## src/rtl/mux_scan.sv

```systemverilog
`default_nettype none
// ============================================================================
// Module      : mux_scan
// Description : N-channel, W-bit registered multiplexer. Runs either as a
//               manually selected mux or as an auto-scanning round-robin
//               selector that dwells DWELL cycles on each enabled channel.
//               All outputs are registered.
//
// Build option: MUX_SCAN_AUTO_EN
//               defined   -> SCAN state, dwell counter and wrap pulse built
//               undefined -> manual-only; mode is ignored, wrap is tied to 0
//
// Parameters  : N     number of input channels (2..64)
//               W     data width per channel (1..32)
//               DWELL cycles spent on each channel in auto mode (1..255)
//
// Ports       : clk      in   rising-edge clock
//               reset_n  in   synchronous active-low reset
//               d        in   flattened channel data, channel k at d[k*W +: W]
//               s        in   manual channel select
//               mode     in   0 = manual, 1 = auto-scan
//               en_mask  in   per-channel enable, bit k selects channel k
//               y        out  selected channel data
//               ch       out  index of the channel currently driving y
//               valid    out  y carries data from a legal, enabled channel
//               wrap     out  one-cycle pulse when the scan wraps past the
//                             highest enabled index
//
// Revision    : 1.0  initial release
// ============================================================================
module mux_scan #(
    parameter int N     = 8,
    parameter int W     = 1,
    parameter int DWELL = 4
) (
    input  logic                   clk,
    input  logic                   reset_n,
    input  logic [N*W-1:0]         d,
    input  logic [$clog2(N)-1:0]   s,
    input  logic                   mode,
    input  logic [N-1:0]           en_mask,
    output logic [W-1:0]           y,
    output logic [$clog2(N)-1:0]   ch,
    output logic                   valid,
    output logic                   wrap
);

    localparam int SW = $clog2(N);

    logic [W-1:0]  r_y;
    logic [SW-1:0] r_ch;
    logic          r_valid;

    // Manual path: s may exceed N-1 when N is not a power of two, so the
    // select is decoded against legal indices only; an illegal s never matches.
    logic [W-1:0]  w_man_y;
    logic          w_man_ok;

    always_comb begin
        w_man_y  = '0;
        w_man_ok = 1'b0;
        for (int k = 0; k < N; k++) begin
            if (s == SW'(k)) begin
                w_man_y  = d[k*W +: W];
                w_man_ok = en_mask[k];
            end
        end
    end

    assign y     = r_y;
    assign ch    = r_ch;
    assign valid = r_valid;

`ifdef MUX_SCAN_AUTO_EN

    localparam int            CW          = (DWELL > 1) ? $clog2(DWELL) : 1;
    localparam logic [CW-1:0] c_cnt_last  = CW'(DWELL - 1);
    localparam logic [0:0]    c_st_man    = 1'b0;
    localparam logic [0:0]    c_st_scan   = 1'b1;

    logic [0:0]    r_state;
    logic [CW-1:0] r_cnt;
    logic          r_wrap;

    // Current channel status and data
    logic          w_cur_en;
    logic [W-1:0]  w_cur_y;

    always_comb begin
        w_cur_en = 1'b0;
        w_cur_y  = '0;
        for (int k = 0; k < N; k++) begin
            if (r_ch == SW'(k)) begin
                w_cur_en = en_mask[k];
                w_cur_y  = d[k*W +: W];
            end
        end
    end

    // Cyclic search for the next enabled index above r_ch. A ch left >= N by
    // the manual path is treated as sitting on N-1, so the search starts at 0
    // and counts as a wrap. Offset N lands back on the start index, which is
    // how a single enabled channel advances onto itself with a wrap.
    logic [SW-1:0] w_nxt_ch;
    logic          w_nxt_wrap;
    logic          w_found;
    logic          w_pos_wrap;
    int            w_start;
    int            w_pos;

    always_comb begin
        w_nxt_ch   = r_ch;
        w_nxt_wrap = 1'b0;
        w_found    = 1'b0;
        w_pos_wrap = 1'b0;
        w_pos      = 0;
        w_start    = (int'(r_ch) < N) ? int'(r_ch) : (N - 1);
        for (int i = 1; i <= N; i++) begin
            w_pos      = w_start + i;
            w_pos_wrap = 1'b0;
            if (w_pos >= N) begin
                w_pos      = w_pos - N;
                w_pos_wrap = 1'b1;
            end
            if (!w_found && en_mask[w_pos[SW-1:0]]) begin
                w_found    = 1'b1;
                w_nxt_ch   = w_pos[SW-1:0];
                w_nxt_wrap = w_pos_wrap;
            end
        end
    end

    logic [W-1:0] w_nxt_y;

    always_comb begin
        w_nxt_y = '0;
        for (int k = 0; k < N; k++) begin
            if (w_nxt_ch == SW'(k)) begin
                w_nxt_y = d[k*W +: W];
            end
        end
    end

    // Next-state values for an edge spent in (or entering) SCAN. On the
    // entry edge r_state is still MAN: an enabled channel is held with the
    // counter at zero, even when DWELL = 1.
    logic [SW-1:0] w_sc_ch;
    logic [CW-1:0] w_sc_cnt;
    logic [W-1:0]  w_sc_y;
    logic          w_sc_valid;
    logic          w_sc_wrap;

    always_comb begin
        w_sc_ch    = r_ch;
        w_sc_cnt   = '0;
        w_sc_y     = '0;
        w_sc_valid = 1'b0;
        w_sc_wrap  = 1'b0;
        if (en_mask == '0) begin
            // nothing selectable: hold ch, outputs quiet
        end else if (!w_cur_en || (r_state == c_st_scan && r_cnt == c_cnt_last)) begin
            w_sc_ch    = w_nxt_ch;
            w_sc_y     = w_nxt_y;
            w_sc_valid = 1'b1;
            w_sc_wrap  = w_nxt_wrap;
        end else begin
            w_sc_y     = w_cur_y;
            w_sc_valid = 1'b1;
            w_sc_cnt   = (r_state == c_st_scan) ? (r_cnt + 1'b1) : '0;
        end
    end

    // mode selects the target state; the target state's action is applied on
    // the same edge that samples mode.
    always_ff @(posedge clk) begin
        if (!reset_n) begin
            r_state <= c_st_man;
            r_cnt   <= '0;
            r_y     <= '0;
            r_ch    <= '0;
            r_valid <= 1'b0;
            r_wrap  <= 1'b0;
        end else if (mode) begin
            r_state <= c_st_scan;
            r_cnt   <= w_sc_cnt;
            r_y     <= w_sc_y;
            r_ch    <= w_sc_ch;
            r_valid <= w_sc_valid;
            r_wrap  <= w_sc_wrap;
        end else begin
            r_state <= c_st_man;
            r_cnt   <= '0;
            r_y     <= w_man_ok ? w_man_y : '0;
            r_ch    <= s;
            r_valid <= w_man_ok;
            r_wrap  <= 1'b0;
        end
    end

    assign wrap = r_wrap;

`else

    always_ff @(posedge clk) begin
        if (!reset_n) begin
            r_y     <= '0;
            r_ch    <= '0;
            r_valid <= 1'b0;
        end else begin
            r_y     <= w_man_ok ? w_man_y : '0;
            r_ch    <= s;
            r_valid <= w_man_ok;
        end
    end

    assign wrap = 1'b0;

    // mode and DWELL have no function in the manual-only build
    logic w_unused_ok;
    assign w_unused_ok = &{1'b0, mode, DWELL[0]};

`endif

endmodule
`default_nettype wire

```

## config.mk

```make
export PLATFORM = sky130hd
export DESIGN_NAME = mux_scan
export DESIGN_NICKNAME = d
export VERILOG_FILES = /design/src/rtl/mux_scan.sv
export SDC_FILE = /design/constraint.sdc
export NUM_CORES = 1
export LEC_CHECK = 0
export CAP_MARGIN = 10
export CORE_AREA = 4 4 41 43
export DETAILED_ROUTE_END_ITERATION = 12
export DIE_AREA = 0 0 45 47
export PLACE_DENSITY_LB_ADDON = 0.08
export SETUP_SLACK_MARGIN = 0.3
export SKIP_LAST_GASP = 1
export SLEW_MARGIN = 20
export SYNTH_ARGS = -nofsm -noshare
export SYNTH_HDL_FRONTEND = slang
export SYNTH_SLANG_ARGS = --single-unit
```

## constraint.sdc

```tcl
create_clock -name clk -period 1.3 [get_ports clk]
set_input_delay 0.39 -clock clk [delete_from_list [all_inputs] [get_ports clk]]
set_output_delay 0.39 -clock clk [all_outputs]
set_load 0.05 [all_outputs]
```

=== Word-level counts from Yosys, hierarchy flattened ===
Cells that the tools add are included.

* Bits in registers: 5
* Output and inout bits: 6
* Word-level logic and storage cells: 28

* Reduce and logical (&&, ||, !) cells: 2
* Multiplexer cells: 16
* Equality and inequality tests: 7

{| class="wikitable"
|+ Operators with widths
! operator !! count
|-
| two-way mux 1 bit || 16
|-
| equality test 3 bit (second input constant) || 4
|-
| equality test 3 x 2 -> 1 bit (second input constant) || 2
|-
| equality test 3 x 1 -> 1 bit (second input constant) || 1
|-
| zero test 3 bit || 1
|-
| AND reduction 2 bit || 1
|}

=== Logic depth before layout (Yosys ltp) ===
* Word-level depth: 10
* Mapped depth: 5
* Depth with buffers taken out: 4

=== Least setup slack after synthesis ===
OpenSTA, ideal clock, no wires.

* Path type: input -> register
* Start: in s[0]
* End: reg r_y, in the netlist y
* Library setup time: 121 ps
* Arrival: 1203 ps
* Cell stages on the path: 4
* Slack: -24 ps
* Path through: buf_6 > mux4_2 > mux2i_1 > o21ai_1

* Cells in the longest elaborated chain, start to end: 10
* Elaborated cells on any way between the ends: 25

{| class="wikitable"
|+ RTL lines
! what !! RTL line !! text
|-
| start, declared || 39 || <nowiki>input logic [$clog2(N)-1:0] s,</nowiki>
|-
| zero test 3 bit || 63 || <nowiki>if (s == SW'(k)) begin</nowiki>
|-
| two-way mux 1 bit (8 in a row) || 63 ||
|-
| AND reduction 2 bit (no source line) || -- ||
|-
| end signal, assigned || 210 || <nowiki>r_y <= w_man_ok ? w_man_y : '0;</nowiki>
|-
| end, declared || 50 || <nowiki>logic [W-1:0] r_y;</nowiki>
|}

Several ways; a longest one is shown, not always the timed one.
A chain may end at the register's enable or synchronous reset.

=== Final worst setup path ===
Ends and elaborated chain as after synthesis.

==> impl_results.md <==
* Final wirelength at 784 um
* Post-synth net total at 49
* Ys Warns at 0
* Root Buffer: clkbuf_4
* Post-synthesis adder-cell area fraction at 0
* Global-route congestion overflow total at 0
* Number of global-route vias before repair at 304
* Combinational power share at 0.345
* GP Congestion at 0.675
* Post-synthesis register bit count at 5
* # port buffers at 25
* Status: complete, no violations
* Worst setup path end: y
* Clock-pin slew on the worst setup and hold paths at 0.04 ns
* Largest family of logic cells by synthesized area: multiplexers
* Compound-cell area share of the yosys netlist at 0.114
* N_diodes at 0
* Cell family with most CP delay: multiplexers
* Syn Area/Cell at 10.6 um2
* TritonRoute pass-1 iters at 1
* Seq pwr share at 0.327
* Mapped Area at 287 um2
* Setup ws final at 0.183 ns
* Final Non-Filler Cells at 73
* Worst Path Arrival at 1.24 ns
* RSZ-0062 raised after global routing: true
* Worst setup EP type: register
* Row Count at 13
* Simple logic cell fraction of the synthesized area at 0.179
* P per Cell Area at 873 nW/um2
* Sequential-to-total area share from yosys stat at 0.349
* Critical path startpoint category: primary input
* Final net count at 81
* Final Cell Area at 609 um2
* Most common flop cell mapped by yosys: dfxtp_1
* Ys async rst share at 0
* Commonest cells in the netlist: dfxtp_1, mux2i_1
* Worst min path class: in -> reg
* Area post-placement at 612 um2
* Net Sw Power at 143 uW
* Crit-path max cell delay at 0.49 ns
* Slowest CP cell: mux4_2
* Fillers at 138
* Clock Power Share at 0.328
* Final Critical Period at 1.12 ns
* Setup Crit Path Kind: in -> reg
* Max clock buf depth at 2
* Buf/Inv on CP at 1
* WP depth at 4
* Fin. max-slew vios at 0
* Effective utilization at floorplan at 0.220
* Die Wd at 45 um
* Vias per cell at 4.29
* Num CTS Buffers at 3
* Crit Path Max Fanout at 3
* Area growth syn-to-layout at 113%
* CTS tree: done
* CTS sink count at 5
* Post-layout util at 0.468
* Lkg Pwr at 0.000272 uW
* Most numerous cell in the Yosys netlist: dfxtp_1
* DRT antenna net count at 0
* First-pass GRT wire length at 1160 um
* Initial antenna violation count at 0
* Largest net degree at the start of global routing at 6
* Post-synth EDFFs at 0
* Pint at 389 uW
* Crit share post-route at 0.859
* Max Clk Rate at 895 MHz
* Post-synth cell types at 17
* Wire per inst at 10.7 um
* Top Ports at 28
* Die H at 47 um
* Drt drc at 0
* DP Worst Slack at -0.587 ns
* Area contributors post-synth: dfxtp_1, mux4_2, mux2i_1
* Post-synthesis mux area share at 0.262
* Vias after detailed routing at 313
* H-tree depth at 1
* Die area at 2120 um2
* Critical Path, Cell by Cell: buf_8 > mux4_2 > mux2i_2 > o21ai_1
* Max_cap viols at 0
* DRT iter0 DRCs at 0
* Top-area cell type share of the netlist area at 0.349
* Worst Setup SP: s[0]
* Sw frac at 0.268
* GRT Resource Usage Total at 0.0856
* Core area at 1300 um2
* Synth area leader: dfxtp_1
* Hold Fails Final Rpt at 0
* Max VDD drop at 314 uV
* Placed Cells at 68
* Required @ worst endpoint at 1.42 ns
* Syn Inst Count at 27
* Final setup vio count at 0
* XOR/XNOR share of the synthesized area at 0
* Layout cells sized above 1 at 0.569
## area by class of cell
class	instances	area, um2	share of cell area
well taps	15	18.8	0.0308
clock buffers	4	26.3	0.0431
flip-flops and latches	5	106	0.175
multi-input cells	19	166	0.273
repair buffers	30	292	0.478
## repair_timing
| action | 4_1_cts | 5_1_grt |
|---|---|---|
| setup buffers | 1 | 0 |
| pin swaps | 5 | 1 |
| endpoints found under the setup margin | 9 | 7 |
| hold buffers | 0 | 0 |
| gates resized for setup | 46 | 1 |
## power groups by stage
stage	sequential (uW)	clock (uW)	combinational [uW]
3_3_place_gp	175	0	194
2_1_floorplan	205	0	51.9
3_5_place_dp	175	0	196
6_report	174	175	183
5_1_grt	174	191	194
4_1_cts	174	187	182
## sequential cells by signal, summed over array words and instances (netlist names)
| register | flops |
|---|---|
| ch | 3 |
| valid | 1 |
| y | 1 |
## logic make-up (layout without fill, tap and decap cells)
group | Yosys count | after routing
flip-flops | 5 | 5
AO/OA/AOI/OAI | 5 | 5
AND/OR/NAND/NOR | 8 | 8
multiplexers | 5 | 5
buffers and inverters | 3 | 34
other | 1 | 1
## placed cells by master, fill, tap and decap left out, drive strengths merged
master | netlist | final
nand3 | 1 | 1
mux2i | 3 | 3
buf | 3 | 20
mux4 | 2 | 2
clkbuf | 0 | 4
and2 | 3 | 3
nand3b | 2 | 2
conb | 1 | 1
o21ai | 2 | 2
clkdlybuf4s50 | 0 | 5
and3 | 1 | 1
dlygate4sd2 | 0 | 5
dfxtp | 5 | 5
a21boi | 1 | 1
o211ai | 2 | 2
nand2 | 1 | 1
## through the flow
| step | hold slack (ns) | power (uW) | TNS (ns) |
|---|---|---|---|
| 2_1_floorplan | 0.512 | 257 | -0.0246 |
| 3_3_place_gp | 0.839 | 369 | -1.33 |
| 3_5_place_dp | 0.838 | 371 | -1.36 |
| 4_1_cts | 0.575 | 543 | 0 |
| 5_1_grt | 0.602 | 559 | 0 |
| 6_report | 0.592 | 532 | 0 |
## routing by layer
layer / wire length, um / track usage / up-vias / part of all wire
met2: 391 / 0.150 / 20 / 0.50
met4: 44 / 0.123 / 0 / 0.056
li1: - / - / 159 / -
met3: 130 / 0.0383 / 4 / 0.17
met1: 218 / 0.0550 / 130 / 0.28
met5: 0 / 0 / - / 0
## worst min path at each step
stage / slack [ns] / from / endpoint / cells after the start
after global placement: 0.84 / ch[2] / ch[2] / 1
after CTS: 0.57 / s[0] / ch[0] / 4
after detailed placement: 0.84 / ch[0] / ch[0] / 1
after floorplan: 0.51 / s[2] / ch[2] / 1
final: 0.59 / s[0] / ch[0] / 4
after global routing: 0.60 / s[0] / ch[0] / 4
Note: power is estimated with default switching activity, not from simulation.
==> RTL change (config.mk and constraints unchanged) <==
Put one more register stage on the output `ch`, cleared by the reset. The value now appears one clock later. The other outputs are not delayed to match.
--- a/src/rtl/mux_scan.sv
+++ b/src/rtl/mux_scan.sv
@@ -68,7 +68,13 @@
     end
 
     assign y     = r_y;
-    assign ch    = r_ch;
+    always_ff @(posedge clk) begin
+        if (!reset_n) begin
+            ch <= '0;
+        end else begin
+            ch <= r_ch;
+        end
+    end
     assign valid = r_valid;
 
 `ifdef MUX_SCAN_AUTO_EN
Behaviour: not the same (a bounded check fails within 4 cycles, from zero or initial values and one cycle with reset_n low).
==> RTL change against the original RTL <==
Routed wire length increased by 11%. Count of clock-buffer cells in the layout is 1 lower. Clock power about the same. Area after synthesis up 34%. Sequential cell count grew 3. Setup slack improved by 0.020 ns. Final area increased by 24%. Total power grew 21%. Die area did not move. Hold slack got worse by 0.22 ns. Highest routed layer is now met3.
==> RTL change: results (changes against the original RTL) <==
hold endpoint = r_ch[1]
Fin Hold WS = 0.376 ns (-0.215 ns)
library cells used by synthesis = 19 (+2)
P_int = 480 uW (+23%)
Vias = 367 (+17%)
CP max FO = 1 (-2)
worst vdd ir = 0.348 mV (+11%)
CP Data Arrival Time = 0.71 ns (-0.53 ns)
hold path depth = 2 (-2)
routability cong. = 0.779 (+15%)
CP max-delay cell = dfxtp_2
detailed-router iteration count before antenna repair = 4 (+3)
Post-DP Area = 708 sq um (+16%)
initial drt markers = 2 (+2)
pre-CTS setup slack = -0.509 ns (+0.0778 ns)
sequential share of the synthesized area = 0.418 (+0.0690)
HP Start = s[1]
share of post-route cells with drive strength above 1 = 0.574 (+0.00456)
maximum number of pins on one net before global-route repair = 8 (+2)
highest achievable clock rate = 0.912 GHz (+1.9%)
total wire length = 870 microns (+11%)
post-CTS sizing = 54 (+17%)
CP delay by family, top = flip-flops
largest registers = ch: 3 flops, r_ch: 3 flops
Final nets = 92 (+14%)
# diodes = 0 (unchanged)
met1 wire length = 343 microns (+57%)
Avg Cell Area, Syn = 10.3 sq um (-2.5%)
postcts setup bufs = 2 (+1)
All-Layer GR Usage = 0.0810 (-0.00463)
Critical Path Sink = ch[2]
Max Used Layer = met3
Largest stage delay, worst path = 0.33 ns (-0.16 ns)
main area contributors after synthesis = dfxtp_1 (42%), mux4_2 (12%), and2_1 (8.2%)
DR WL met3 = 132 microns (+1.5%)
vias in the first global route = 329 (+8.2%)
Synth Warn # = 0 (unchanged)
clock slew at reported path FFs = 0.05 ns
critical path launch point = ch[2]
met2 WL post-DR = 394 microns (+0.77%)
run status = complete, no violations
ys async rst share = 0 (unchanged)
met3 Use GR = 0.0345 (-0.00383)
fill count = 127 (-8.0%)
DR vias/cell = 4.42 (+3.1%)
Syn Nets = 59 (+20%)
leading area contributor after synthesis = dfxtp_1
met1 usage = 0.0783 (+0.0233)
clk_lat worst skew = 0.24 ns
top cells by count, synth = dfxtp_1 (8), and2_1 (5), mux2i_1 (3), nand2_1 (3)
met2 GRT Util = 0.141 (-0.00847)
placed cell count = 78 (+15%)
first-pass GRT wire length = 1210 microns (+4.7%)
Leak = 0.347 nW (+27%)
[RTL change: logic make-up (layout without fill, tap and decap cells)]
logic type | after synthesis | after routing | synth area share
AOI/OAI and AO/OA | 5 | 5 | 0.0817
buffers and inverters | 4 | 35 | 0.0882
DFF | 8 | 8 | 0.418
muxes | 5 | 5 | 0.196
other | 1 | 1 | 0.00979
and+or+nand+nor | 14 | 14 | 0.206
[RTL change: area by class of cell]
type | count | area (sq um) | share of cell area
Timing Repair Buffer | 31 | 319 | 0.423
Multi-Input combinational cell | 25 | 224 | 0.297
Clock buffer | 3 | 22.5 | 0.0299
Inverter | 1 | 3.75 | 0.00498
Sequential cell | 8 | 166 | 0.221
Tap cell | 15 | 18.8 | 0.0249
[RTL change: power groups by stage]
stage	Sequential, mW	Combinational [mW]	Clock [mW]
after floorplan	0.297	0.0650	0
after global placement	0.272	0.197	0
after detailed placement	0.272	0.197	0
after CTS	0.269	0.197	0.188
after global routing	0.269	0.212	0.201
final	0.269	0.199	0.175
